<file path="config.mk">
export PLATFORM = sky130hd
export DESIGN_NAME = eth_arp_rx
export DESIGN_NICKNAME = d
export VERILOG_FILES = /design/src/rtl/eth_pkg.sv /design/src/rtl/eth_arp_rx_outreg.sv /design/src/rtl/eth_arp_rx.sv
export SDC_FILE = /design/constraint.sdc
export NUM_CORES = 1
export LEC_CHECK = 0
export CAP_MARGIN = 15
export CELL_PAD_IN_SITES_DETAIL_PLACEMENT = 1
export CELL_PAD_IN_SITES_GLOBAL_PLACEMENT = 2
export CORE_ASPECT_RATIO = 0.5
export CORE_MARGIN = 5
export CORE_UTILIZATION = 45
export CTS_CLUSTER_SIZE = 30
export DETAILED_ROUTE_END_ITERATION = 16
export DONT_BUFFER_PORTS = 1
export HOLD_SLACK_MARGIN = 0.08
export PLACE_DENSITY = 0.82
export SETUP_SLACK_MARGIN = 0.3
export SYNTH_ARGS = -nofsm -noshare
export SYNTH_HDL_FRONTEND = slang
export SYNTH_SLANG_ARGS = --single-unit
</file>
<file path="constraint.sdc">
create_clock -name clk -period 4.3 [get_ports clk]
set_input_delay 0 -clock clk [delete_from_list [all_inputs] [get_ports clk]]
set_output_delay 0 -clock clk [all_outputs]
set_load 0.005 [all_outputs]
</file>
<file path="src/rtl/eth_pkg.sv">
// Shared constants, record type and byte-order helpers for the Ethernet ARP receive path.
package eth_pkg;

    localparam logic [15:0] ETHERTYPE_ARP  = 16'h0806;
    localparam logic [15:0] ARP_HTYPE_ETH  = 16'h0001;
    localparam logic [15:0] ARP_PTYPE_IPV4 = 16'h0800;
    localparam logic [15:0] ARP_OPER_REQ   = 16'h0001;
    localparam logic [15:0] ARP_OPER_REP   = 16'h0002;
    localparam logic [7:0]  ARP_HLEN_ETH   = 8'd6;
    localparam logic [7:0]  ARP_PLEN_IPV4  = 8'd4;

    localparam logic [3:0] W_DST_LO   = 4'd0;
    localparam logic [3:0] W_DST_HI   = 4'd1;
    localparam logic [3:0] W_ETYPE    = 4'd3;
    localparam logic [3:0] W_PTYPE    = 4'd4;
    localparam logic [3:0] W_OPER     = 4'd5;
    localparam logic [3:0] W_SHA_LO   = 4'd6;
    localparam logic [3:0] W_SPA      = 4'd7;
    localparam logic [3:0] W_TPA_HI   = 4'd9;
    localparam logic [3:0] W_TPA_LAST = 4'd10;
    localparam logic [3:0] CNT_MAX    = 4'd15;

    typedef enum logic [0:0] {
        ST_RECV  = 1'b0,
        ST_DRAIN = 1'b1
    } rx_state_t;

    typedef struct packed {
        logic [15:0] oper;
        logic [47:0] sha;
        logic [31:0] spa;
    } arp_rec_t;

    // Lane 0 is the earliest wire byte, so network-order fields arrive byte-reversed.
    function automatic logic [31:0] bswap32(input logic [31:0] w);
        return {w[7:0], w[15:8], w[23:16], w[31:24]};
    endfunction

    function automatic logic [15:0] bswap16(input logic [15:0] w);
        return {w[7:0], w[15:8]};
    endfunction

endpackage

</file>
<file path="src/rtl/eth_arp_rx_outreg.sv">
// Single-entry valid/ready record holder; flags records it had to drop because it was full.
module eth_arp_rx_outreg
    import eth_pkg::*;
(
    input  logic     clk,
    input  logic     resetn,
    input  logic     load,
    input  arp_rec_t rec,
    input  logic     ready,
    output logic     valid,
    output arp_rec_t held_rec,
    output logic     drop,
    output logic     loaded
);

    logic     valid_r;
    logic     drop_r;
    logic     loaded_r;
    arp_rec_t rec_r;

    // Holding register: a completing handshake frees the slot in the same cycle a new record arrives.
    always_ff @(posedge clk or negedge resetn) begin
        if (!resetn) begin
            valid_r  <= 1'b0;
            drop_r   <= 1'b0;
            loaded_r <= 1'b0;
            rec_r    <= '0;
        end else begin
            drop_r   <= 1'b0;
            loaded_r <= 1'b0;
            if (load) begin
                if (!valid_r || ready) begin
                    rec_r    <= rec;
                    valid_r  <= 1'b1;
                    loaded_r <= 1'b1;
                end else begin
                    drop_r <= 1'b1;
                end
            end else if (valid_r && ready) begin
                valid_r <= 1'b0;
            end else begin
                valid_r <= valid_r;
            end
        end
    end

    assign valid    = valid_r;
    assign held_rec = rec_r;
    assign drop     = drop_r;
    assign loaded   = loaded_r;

endmodule

</file>
<file path="src/rtl/eth_arp_rx.sv">
// ARP receive filter on a 32-bit MAC RX stream; emits one record per ARP packet for the local IP.
// Optional statistics counters are enabled by defining ETH_ARP_RX_STATS_EN.
module eth_arp_rx
    import eth_pkg::*;
#(
    parameter logic [47:0] LOCAL_MAC    = 48'h00_0A_35_00_01_02,
    parameter logic [31:0] LOCAL_IP     = 32'hC0A8010A,
    parameter bit          ACCEPT_REPLY = 1'b1
) (
    input  logic        clk,
    input  logic        resetn,
    input  logic [31:0] s_axis_tdata,
    input  logic [3:0]  s_axis_tkeep,
    input  logic        s_axis_tvalid,
    output logic        s_axis_tready,
    input  logic        s_axis_tlast,
    input  logic        s_axis_tuser,
    output logic        arp_valid,
    input  logic        arp_ready,
    output logic [15:0] arp_oper,
    output logic [47:0] arp_sha,
    output logic [31:0] arp_spa
`ifdef ETH_ARP_RX_STATS_EN
    ,
    output logic [31:0] stat_frames,
    output logic [31:0] stat_arp_ok,
    output logic [15:0] stat_drop,
    output logic [15:0] stat_bad
`endif
);

    rx_state_t   state_r;
    logic [3:0]  cnt_r;
    logic        match_r;
    logic        keep_ok_r;
    logic        dst_u_r;
    logic        dst_b_r;
    logic        tready_r;
    arp_rec_t    shadow_r;

    logic        beat_s;
    logic        field_ok_s;
    logic        match_next_s;
    logic        keep_next_s;
    logic        accept_s;
    logic        bad_s;
    logic        dst_u0_s;
    logic        dst_b0_s;
    logic [15:0] oper_s;
    logic        drop_s;
    logic        loaded_s;
    logic        valid_s;
    arp_rec_t    held_s;
    logic        unused_keep_s;

    assign beat_s        = s_axis_tvalid && tready_r;
    assign s_axis_tready = tready_r;
    assign oper_s        = bswap16(s_axis_tdata[15:0]);
    assign dst_u0_s      = (s_axis_tdata == bswap32(LOCAL_MAC[47:16]));
    assign dst_b0_s      = (s_axis_tdata == 32'hFFFF_FFFF);
    assign unused_keep_s = ^s_axis_tkeep[3:2];

    // Per-word field check; words carrying no checked field always pass.
    always_comb begin
        field_ok_s = 1'b1;
        case (cnt_r)
            W_DST_LO:   field_ok_s = dst_u0_s || dst_b0_s;
            W_DST_HI:   field_ok_s = (dst_u_r && (s_axis_tdata[15:0] == bswap16(LOCAL_MAC[15:0])))
                                  || (dst_b_r && (s_axis_tdata[15:0] == 16'hFFFF));
            W_ETYPE:    field_ok_s = (s_axis_tdata == {bswap16(ARP_HTYPE_ETH), bswap16(ETHERTYPE_ARP)});
            W_PTYPE:    field_ok_s = (s_axis_tdata == {ARP_PLEN_IPV4, ARP_HLEN_ETH, bswap16(ARP_PTYPE_IPV4)});
            W_OPER:     field_ok_s = (oper_s == ARP_OPER_REQ)
                                  || (ACCEPT_REPLY && (oper_s == ARP_OPER_REP));
            W_TPA_HI:   field_ok_s = (s_axis_tdata[31:16] == bswap16(LOCAL_IP[31:16]));
            W_TPA_LAST: field_ok_s = (s_axis_tdata[15:0] == bswap16(LOCAL_IP[15:0]));
            default:    field_ok_s = 1'b1;
        endcase
    end

    // Frame verdict for the current beat, including the check on the beat itself.
    always_comb begin
        match_next_s = match_r && field_ok_s;
        keep_next_s  = (cnt_r == W_TPA_LAST) ? (s_axis_tkeep[1:0] == 2'b11) : keep_ok_r;
        accept_s     = beat_s && s_axis_tlast && (state_r == ST_RECV) && match_next_s
                    && keep_next_s && (cnt_r >= W_TPA_LAST) && !s_axis_tuser;
        bad_s        = beat_s && s_axis_tlast && (s_axis_tuser || (cnt_r < W_TPA_LAST));
    end

    // Parser FSM, word counter and shadow capture of the ARP fields.
    always_ff @(posedge clk or negedge resetn) begin
        if (!resetn) begin
            state_r   <= ST_RECV;
            cnt_r     <= 4'd0;
            match_r   <= 1'b1;
            keep_ok_r <= 1'b0;
            dst_u_r   <= 1'b0;
            dst_b_r   <= 1'b0;
            tready_r  <= 1'b0;
            shadow_r  <= '0;
        end else begin
            tready_r <= 1'b1;
            if (beat_s) begin
                if (s_axis_tlast) begin
                    state_r   <= ST_RECV;
                    cnt_r     <= 4'd0;
                    match_r   <= 1'b1;
                    keep_ok_r <= 1'b0;
                end else begin
                    cnt_r <= (cnt_r == CNT_MAX) ? CNT_MAX : cnt_r + 4'd1;
                    case (state_r)
                        ST_RECV: begin
                            match_r   <= match_next_s;
                            keep_ok_r <= keep_next_s;
                            if (cnt_r == W_DST_LO) begin
                                dst_u_r <= dst_u0_s;
                                dst_b_r <= dst_b0_s;
                            end
                            if (cnt_r == W_OPER) begin
                                shadow_r.oper       <= oper_s;
                                shadow_r.sha[47:32] <= bswap16(s_axis_tdata[31:16]);
                            end
                            if (cnt_r == W_SHA_LO) begin
                                shadow_r.sha[31:0] <= bswap32(s_axis_tdata);
                            end
                            if (cnt_r == W_SPA) begin
                                shadow_r.spa <= bswap32(s_axis_tdata);
                            end
                            if (!match_next_s) begin
                                state_r <= ST_DRAIN;
                            end
                        end
                        ST_DRAIN: state_r <= ST_DRAIN;
                        default:  state_r <= ST_RECV;
                    endcase
                end
            end
        end
    end

    eth_arp_rx_outreg u_outreg (
        .clk      (clk),
        .resetn   (resetn),
        .load     (accept_s),
        .rec      (shadow_r),
        .ready    (arp_ready),
        .valid    (valid_s),
        .held_rec (held_s),
        .drop     (drop_s),
        .loaded   (loaded_s)
    );

    assign arp_valid = valid_s;
    assign arp_oper  = held_s.oper;
    assign arp_sha   = held_s.sha;
    assign arp_spa   = held_s.spa;

`ifdef ETH_ARP_RX_STATS_EN
    // Free-running event counters; they wrap on overflow.
    always_ff @(posedge clk or negedge resetn) begin
        if (!resetn) begin
            stat_frames <= 32'd0;
            stat_arp_ok <= 32'd0;
            stat_drop   <= 16'd0;
            stat_bad    <= 16'd0;
        end else begin
            if (beat_s && s_axis_tlast) stat_frames <= stat_frames + 32'd1;
            if (loaded_s)               stat_arp_ok <= stat_arp_ok + 32'd1;
            if (drop_s)                 stat_drop   <= stat_drop + 16'd1;
            if (bad_s)                  stat_bad    <= stat_bad + 16'd1;
        end
    end
`else
    logic unused_stats_s;
    assign unused_stats_s = drop_s ^ loaded_s ^ bad_s;
`endif

endmodule

</file>
==> impl_metrics.yaml, run 1 <==
floorplanning:
  core_mm2: 0.0177
  row_count: 34
  dieArea_mm2: 0.0212
  io-pin-count: 140
  die_h_um: 106
  die_w_um: 201
  initial_core_util_pct: 46.5
synthesis:
  synth.ff_latch_count: 203
  ys.flop_type: "dfrtp_1"
  async_flop_share_pct: 100
  synth_top_area_share_pct: 61.5
  synth_seq_area_share_pct: 61.8
  synth_compound_area_share_pct: 2.62
  yosys.area_share.simple_pct: 5.74
  synth-xor-area-share_pct: 0
  yosysWarnings: 0
  synthCells: 545
  syn_area_mm2: 0.00822
  synthAdderAreaFrac_pct: 0.609
  synth_edf_count: 0
  synth_cell_types: 46
  muxShareOfSynthArea_pct: 27.3
  synth_nets: 591
  postSynthAreaPerCell_um2: 15.1
  synth_top_family_by_area: "multiplexers"
  yosysTopAreaCell: "dfrtp_1"
  synthTopCellsByArea: "dfrtp_1 (62%), mux2_2 (13%), mux2_1 (9.6%)"
finish:
  nets: 626
  final_util_pct: 53.0
  fillers: 1682
  area_growth_pct: 13.9
  final_cell_mix: "dfrtp_1 (202), mux2_2 (93), mux2_1 (70), dlygate4sd3_1 (37), mux2_4 (26)"
  final_common_cell: "dfrtp_1"
  drive_gt1_share_pct: 26.4
  antenna_cells: 0
hold_path:
  min_path_type: "in2async"
clocking:
  clockRootBuffer: "clkbuf_16"
  cts_sinks: 203
  cts_max_level: 1
  cts_buffer_depth: 3
  cts_buffers: 19
  holdBufCountCts: 37
  post_cts_buffers: 0
  clkSlewWorstSetupHoldPaths_ps: 70
  cts_resized: 0
  clk_latency_ps: 480
  cts_tree: "yes"
timing:
  maxSlewViolCount: 0
  relSlewSlack_pct: 35.9
  finalCritPeriodShare_pct: 76.2
  finalSetupTns_ps: 0
  finalSetupViolations: 0
  finClkSkew_ps: 10.1
  clock.fmax_mhz: 305
  hold_slack_ps: -779
  rsz0062_at_grt: "no"
  hold_viol: 203
  worst_pin_slew_ps: 958
  period_minus_slack_ps: 3280
critical_path:
  reg2reg_depth: 9
  r2r-end: "u_outreg.held_rec[64]"
  slowest_stage: "or4_1"
  crit_path_cell_trace: "inv_1, ha_1, nor3b_2, nand2_1, or4_1, a2111oi_4, o41ai_4, buf_4, mux2_1"
  r2r_slack_ps: 1020
  critPathArrivalTime_ps: 3630
  endpoint_kind: "flip-flop"
  start_kind: "flip-flop"
  critical_path.top_delay_family: "simple AND/OR/NAND/NOR gates"
  r2r_start: "cnt_r[0]"
  crit_type: "reg2reg"
  path_buf_inv: 2
  max_stage_delay_ps: 580
  cp.depth: 9
  cp_data_required_time_ps: 4650
  crit_fanout: 53
run_status:
  status: "finished with violations"
  violations: "hold timing"
drt:
  top_layer: "met5"
  wl_met1_um: 8760
  wl_met2_um: 9140
  drt-vias-per-instance: 5.59
  dr_wl_met3_um: 1470
  route.detailed.drc: 0
  wl_per_cell_um: 24.0
  first_pass_iters: 4
  drt_iter0_drc: 150
  ant_nets: 0
  num_vias: 4607
  wirelength_um: 19700
placement:
  gp_congestion: 0.761
  place_hpwl_um: 12100
  io_buffers: 0
pwr:
  peakVddDrop_mv: 0.211
  internal_power_uw: 2960
  clkPwrFrac_pct: 42.3
  swShare_pct: 21.6
  power_density_mw_per_mm2: 403
  comb_power_share_pct: 4.7
  p_switching_uw: 817
  power_frac_seq_pct: 53.0
  p_leak_uw: 0.00478
grt:
  gr-total-overflow: 0
  grt_start_max_net_pins: 204
  antenna_found_initial: 1
  gr-usage-all-layers_pct: 18.8
  grt_pass1_vias: 5147
  grt_pass1_wl_um: 31400
run:
  drv_cap: 0
## logic make-up (layout without fill, tap and decap cells)
| logic type | after synthesis | after routing |
|---|---|---|
| flops | 203 | 203 |
| mux | 191 | 191 |
| simple gates | 87 | 87 |
| buf+inv | 30 | 75 |
| compound gates | 29 | 29 |
| fa+ha+maj | 4 | 4 |
| other cells | 1 | 1 |
## registers in the layout, summed over array words and instances (netlist names)
register and cells:
s_axis_tready 1, match_r 1, u_outreg.valid 1, state_r 1
shadow_r 96, keep_ok_r 1, dst_u_r 1, u_outreg.held_rec 96
dst_b_r 1, cnt_r 4
## cell type report
class,instances,area (µm²),area share (%)
clock buffers,25,518,5.53
flip-flops and latches,203,5080,54.3
inverters,5,18.8,0.201
repair buffers,39,385,4.12
well taps,234,293,3.13
multi-input cells,312,3010,32.1
clock inverters,6,57.6,0.615
## per-layer routing
| layer | track usage [%] | vias up |
|---|---|---|
| met1 | 24.4 | 2441 |
| met4 | 3.39 | 2 |
| met2 | 30.8 | 100 |
| met5 | 0 | - |
| li1 | - | 2039 |
| met3 | 6.93 | 25 |
## cell usage after synthesis, types with 3 or more instances
library cell / instances
ha_1: 4
o21ai_0: 7
buf_6: 4
or4_1: 3
a21oi_1: 4
buf_2: 6
inv_1: 5
nor4_1: 9
mux2_1: 70
nor3_1: 7
nand4_1: 8
buf_1: 6
a31oi_1: 7
nand3_1: 7
mux2_4: 26
clkbuf_1: 9
dfrtp_1: 202
mux2_2: 93
nor2_1: 13
nand2_1: 22
## worst max path at each step
stage / startpoint / to / slack, ps
2_1_floorplan: cnt_r[0] / u_outreg.held_rec[17] / 1480
3_3_place_gp: cnt_r[0] / u_outreg.held_rec[42] / 1090
3_5_place_dp: cnt_r[0] / u_outreg.held_rec[75] / 1040
4_1_cts: cnt_r[0] / u_outreg.held_rec[75] / 1040
5_1_grt: cnt_r[0] / u_outreg.held_rec[64] / 860
6_report: cnt_r[0] / u_outreg.held_rec[64] / 1020
## stage by stage
stage / cells / power [µW] / hold slack (ps) / worst slack (ps) / area (µm²)
detailed placement: 756 / 2160 / -291 / 1040 / 8410
CTS: 824 / 3830 / -803 / 1040 / 9360
global placement: 756 / 2150 / -291 / 1090 / 8410
finish: 824 / 3770 / -779 / 1020 / 9360
global route: 824 / 3940 / -808 / 863 / 9360
floorplan: 545 / 2130 / -296 / 1480 / 8220
## power groups by stage
stage | clock [µW] | sequential, µW | combinational, µW
floorplan | 0 | 2020 | 105
global placement | 0 | 2030 | 116
detailed placement | 0 | 2040 | 122
CTS | 1650 | 2000 | 181
global route | 1740 | 2000 | 196
finish | 1590 | 2000 | 178
Power figures use the tool's default switching activity.
==> inputs of run 2 (changes only) <==
--- a/config.mk
+++ b/config.mk
@@ -10,12 +10,12 @@
 export CELL_PAD_IN_SITES_GLOBAL_PLACEMENT = 2
 export CORE_ASPECT_RATIO = 0.5
 export CORE_MARGIN = 5
-export CORE_UTILIZATION = 45
+export CORE_UTILIZATION = 44
 export CTS_CLUSTER_SIZE = 30
 export DETAILED_ROUTE_END_ITERATION = 16
 export DONT_BUFFER_PORTS = 1
 export HOLD_SLACK_MARGIN = 0.08
-export PLACE_DENSITY = 0.82
+export PLACE_DENSITY = 0.8
 export SETUP_SLACK_MARGIN = 0.3
 export SYNTH_ARGS = -nofsm -noshare
 export SYNTH_HDL_FRONTEND = slang
==> constraint.sdc (replaced) <==
create_clock -name clk -period 3.32 [get_ports clk]
set_input_delay 0 -clock clk [delete_from_list [all_inputs] [get_ports clk]]
set_output_delay 0 -clock clk [all_outputs]
set_load 0.005 [all_outputs]
==> run 2 against run 1 <==
  * Register-to-register slack worse by 650 ps
  * Hold slack worse by 6.0 ps
  * The flow still finishes with violations (hold timing)
  * Flip-flop and latch count unchanged
  * Via count up 4.3%
  * Critical path depth up 2
  * Cell area up 3.4%
  * Clock power up 29%
  * Worst setup slack worse by 650 ps
  * Clock-buffer cell count up 2
  * First-iteration DRC count up 55%
==> impl_metrics.yaml, run 2 (synthesis gave the netlist of run 1 again) <==
run_status:
  status: "finished with violations"
  violations: "hold timing"
pwr:
  peakVddDrop_mv: 0.305
  p_total_uw: 4900
  power_density_mw_per_mm2: 506
  p_leak_uw: 0.00493
timing:
  finalSetupViolations: 0
  period_minus_slack_ps: 2950
  relSlewSlack_pct: 59.5
  maxSlewViolCount: 0
  hold_slack_ps: -785
  finalCritPeriodShare_pct: 88.9
  hold_viol: 203
  worst_pin_slew_ps: 598
  finClkSkew_ps: 20.1
  setup_ws_ps: 368
  clock.fmax_mhz: 339
  finalSetupTns_ps: 0
  rsz0062_at_grt: "no"
drt:
  wl_per_cell_um: 25.3
  route.detailed.drc: 0
  drt-vias-per-instance: 5.65
  ant_nets: 0
  first_pass_iters: 4
  wirelength_um: 21500
  num_vias: 4804
  drt_iter0_drc: 233
critical_path:
  crit_type: "reg2reg"
  cp_data_required_time_ps: 3680
  max_stage_delay_ps: 440
  endpoint_kind: "flip-flop"
  crit_fanout: 14
  critPathArrivalTime_ps: 3310
  start_kind: "flip-flop"
  crit_path_cell_trace: "inv_2, ha_4, nor3b_4, nand2_1, or4_4, a2111oi_4, o41ai_4, buf_4, clkbuf_16, buf_16, mux2_1"
  slowest_stage: "dfrtp_1"
clocking:
  clkSlewWorstSetupHoldPaths_ps: 70
  clk_latency_ps: 480
  cts_buffer_depth: 3
  clockRootBuffer: "clkbuf_16"
  cts_sinks: 203
  cts_max_level: 1
  holdBufCountCts: 38
  cts_buffers: 19
  cts_tree: "yes"
finish:
  instances_no_fill: 851
  area_growth_pct: 17.8
  drive_gt1_share_pct: 29.8
  final_cell_mix: "dfrtp_1 (201), mux2_2 (93), mux2_1 (70), dlygate4sd3_1 (38), mux2_4 (26)"
  antenna_cells: 0
  final_common_cell: "dfrtp_1"
  fillers: 1761
  nets: 648
placement:
  dp_cells: 768
  io_buffers: 0
  place_hpwl_um: 12500
  gp_congestion: 0.769
  pre_cts_ws_ps: 190
floorplanning:
  row_count: 35
  dieArea_mm2: 0.0217
  io-pin-count: 140
  core_mm2: 0.0184
  die_h_um: 107
  initial_core_util_pct: 44.7
  die_w_um: 203
grt:
  antenna_found_initial: 0
  grt_start_max_net_pins: 204
  gr-usage-all-layers_pct: 18.8
  gr-total-overflow: 0
  grt_pass1_vias: 5290
  grt_pass1_wl_um: 31900
hold_path:
  min_path_type: "in2async"
run:
  drv_cap: 0
==> run 2: cell count changes in the layout (fill, tap and decap cells not counted), moves of 2 or more <==
| cell | previous run | this run |
|---|---|---|
| clkbuf_16 | 19 | 23 |
| inv_2 | 0 | 2 |
| buf_4 | 2 | 13 |
| inv_1 | 5 | 3 |
| buf_6 | 0 | 3 |
| clkinv_2 | 4 | 1 |
| clkbuf_1 | 4 | 7 |
==> run 2: worst max-delay path, delay by kind of cell (launching register included) <==
kind / cells / cell delay, ps
AOI/OAI and AO/OA: 2 / 530
adders and majority gates: 1 / 150
buffers and inverters: 4 / 640
DFF: 1 / 440
muxes: 1 / 330
and+or+nand+nor: 3 / 750
==> run 2: final timing paths <==
check	start	endpoint	slack, ps	cells after the start
worst max-delay path	cnt_r[0]	u_outreg.held_rec[77]	370	11
worst min-delay path	resetn	shadow_r[2]	-790	0
worst max register to register	cnt_r[0]	u_outreg.held_rec[77]	370	11
worst min register to register	shadow_r[84]	u_outreg.held_rec[84]	480	1
max in group asynchronous	resetn	shadow_r[18]	3710	0
min in group clk	s_axis_tlast	shadow_r[40]	100	3
==> run 2: area by class of cell <==
| cell class | count | area (µm²) | area share (%) |
|---|---|---|---|
| sequential | 203 | 5080 | 52.5 |
| clock buffer | 27 | 515 | 5.32 |
| clock inverter | 3 | 42.5 | 0.439 |
| multi-input combinational | 312 | 3050 | 31.5 |
| tap | 240 | 300 | 3.10 |
| inverter | 5 | 18.8 | 0.194 |
| timing repair buffer | 61 | 673 | 6.95 |
==> run 2: report_power, final <==
part	internal, µW	switching (µW)
Combinational	132	130
Sequential	2540	45.9
Clock	1150	897
Total	3830	1070
==> run 2: stage by stage <==
stage          cell area (µm²)  utilization [%]
2_1_floorplan             8220                -
3_3_place_gp              8490             46.2
3_5_place_dp              8490             46.2
4_1_cts                   9440             51.3
5_1_grt                   9680             52.6
6_report                  9680             52.6
==> run 2: what timing repair did <==
| action | 4_1_cts | 5_1_grt |
|---|---|---|
| endpoints found under the setup margin | 96 | 96 |
| pin swaps | 1 | 3 |
| buffers inserted | 1 | 7 |
| gates cloned | 0 | 7 |
| gates resized for setup | 2 | 20 |
| hold endpoints to repair | 309 | 203 |
==> run 2: metal layers <==
| layer | global-route usage [%] | vias to the layer above | part of all wire (%) | routed length, µm |
|---|---|---|---|---|
| li1 | - | 2088 | - | - |
| met1 | 25.2 | 2570 | 45 | 9710 |
| met2 | 31.0 | 122 | 46 | 9950 |
| met3 | 5.77 | 24 | 7.2 | 1550 |
| met4 | 3.03 | 0 | 1.4 | 309 |
| met5 | 0 | - | 0 | 0 |
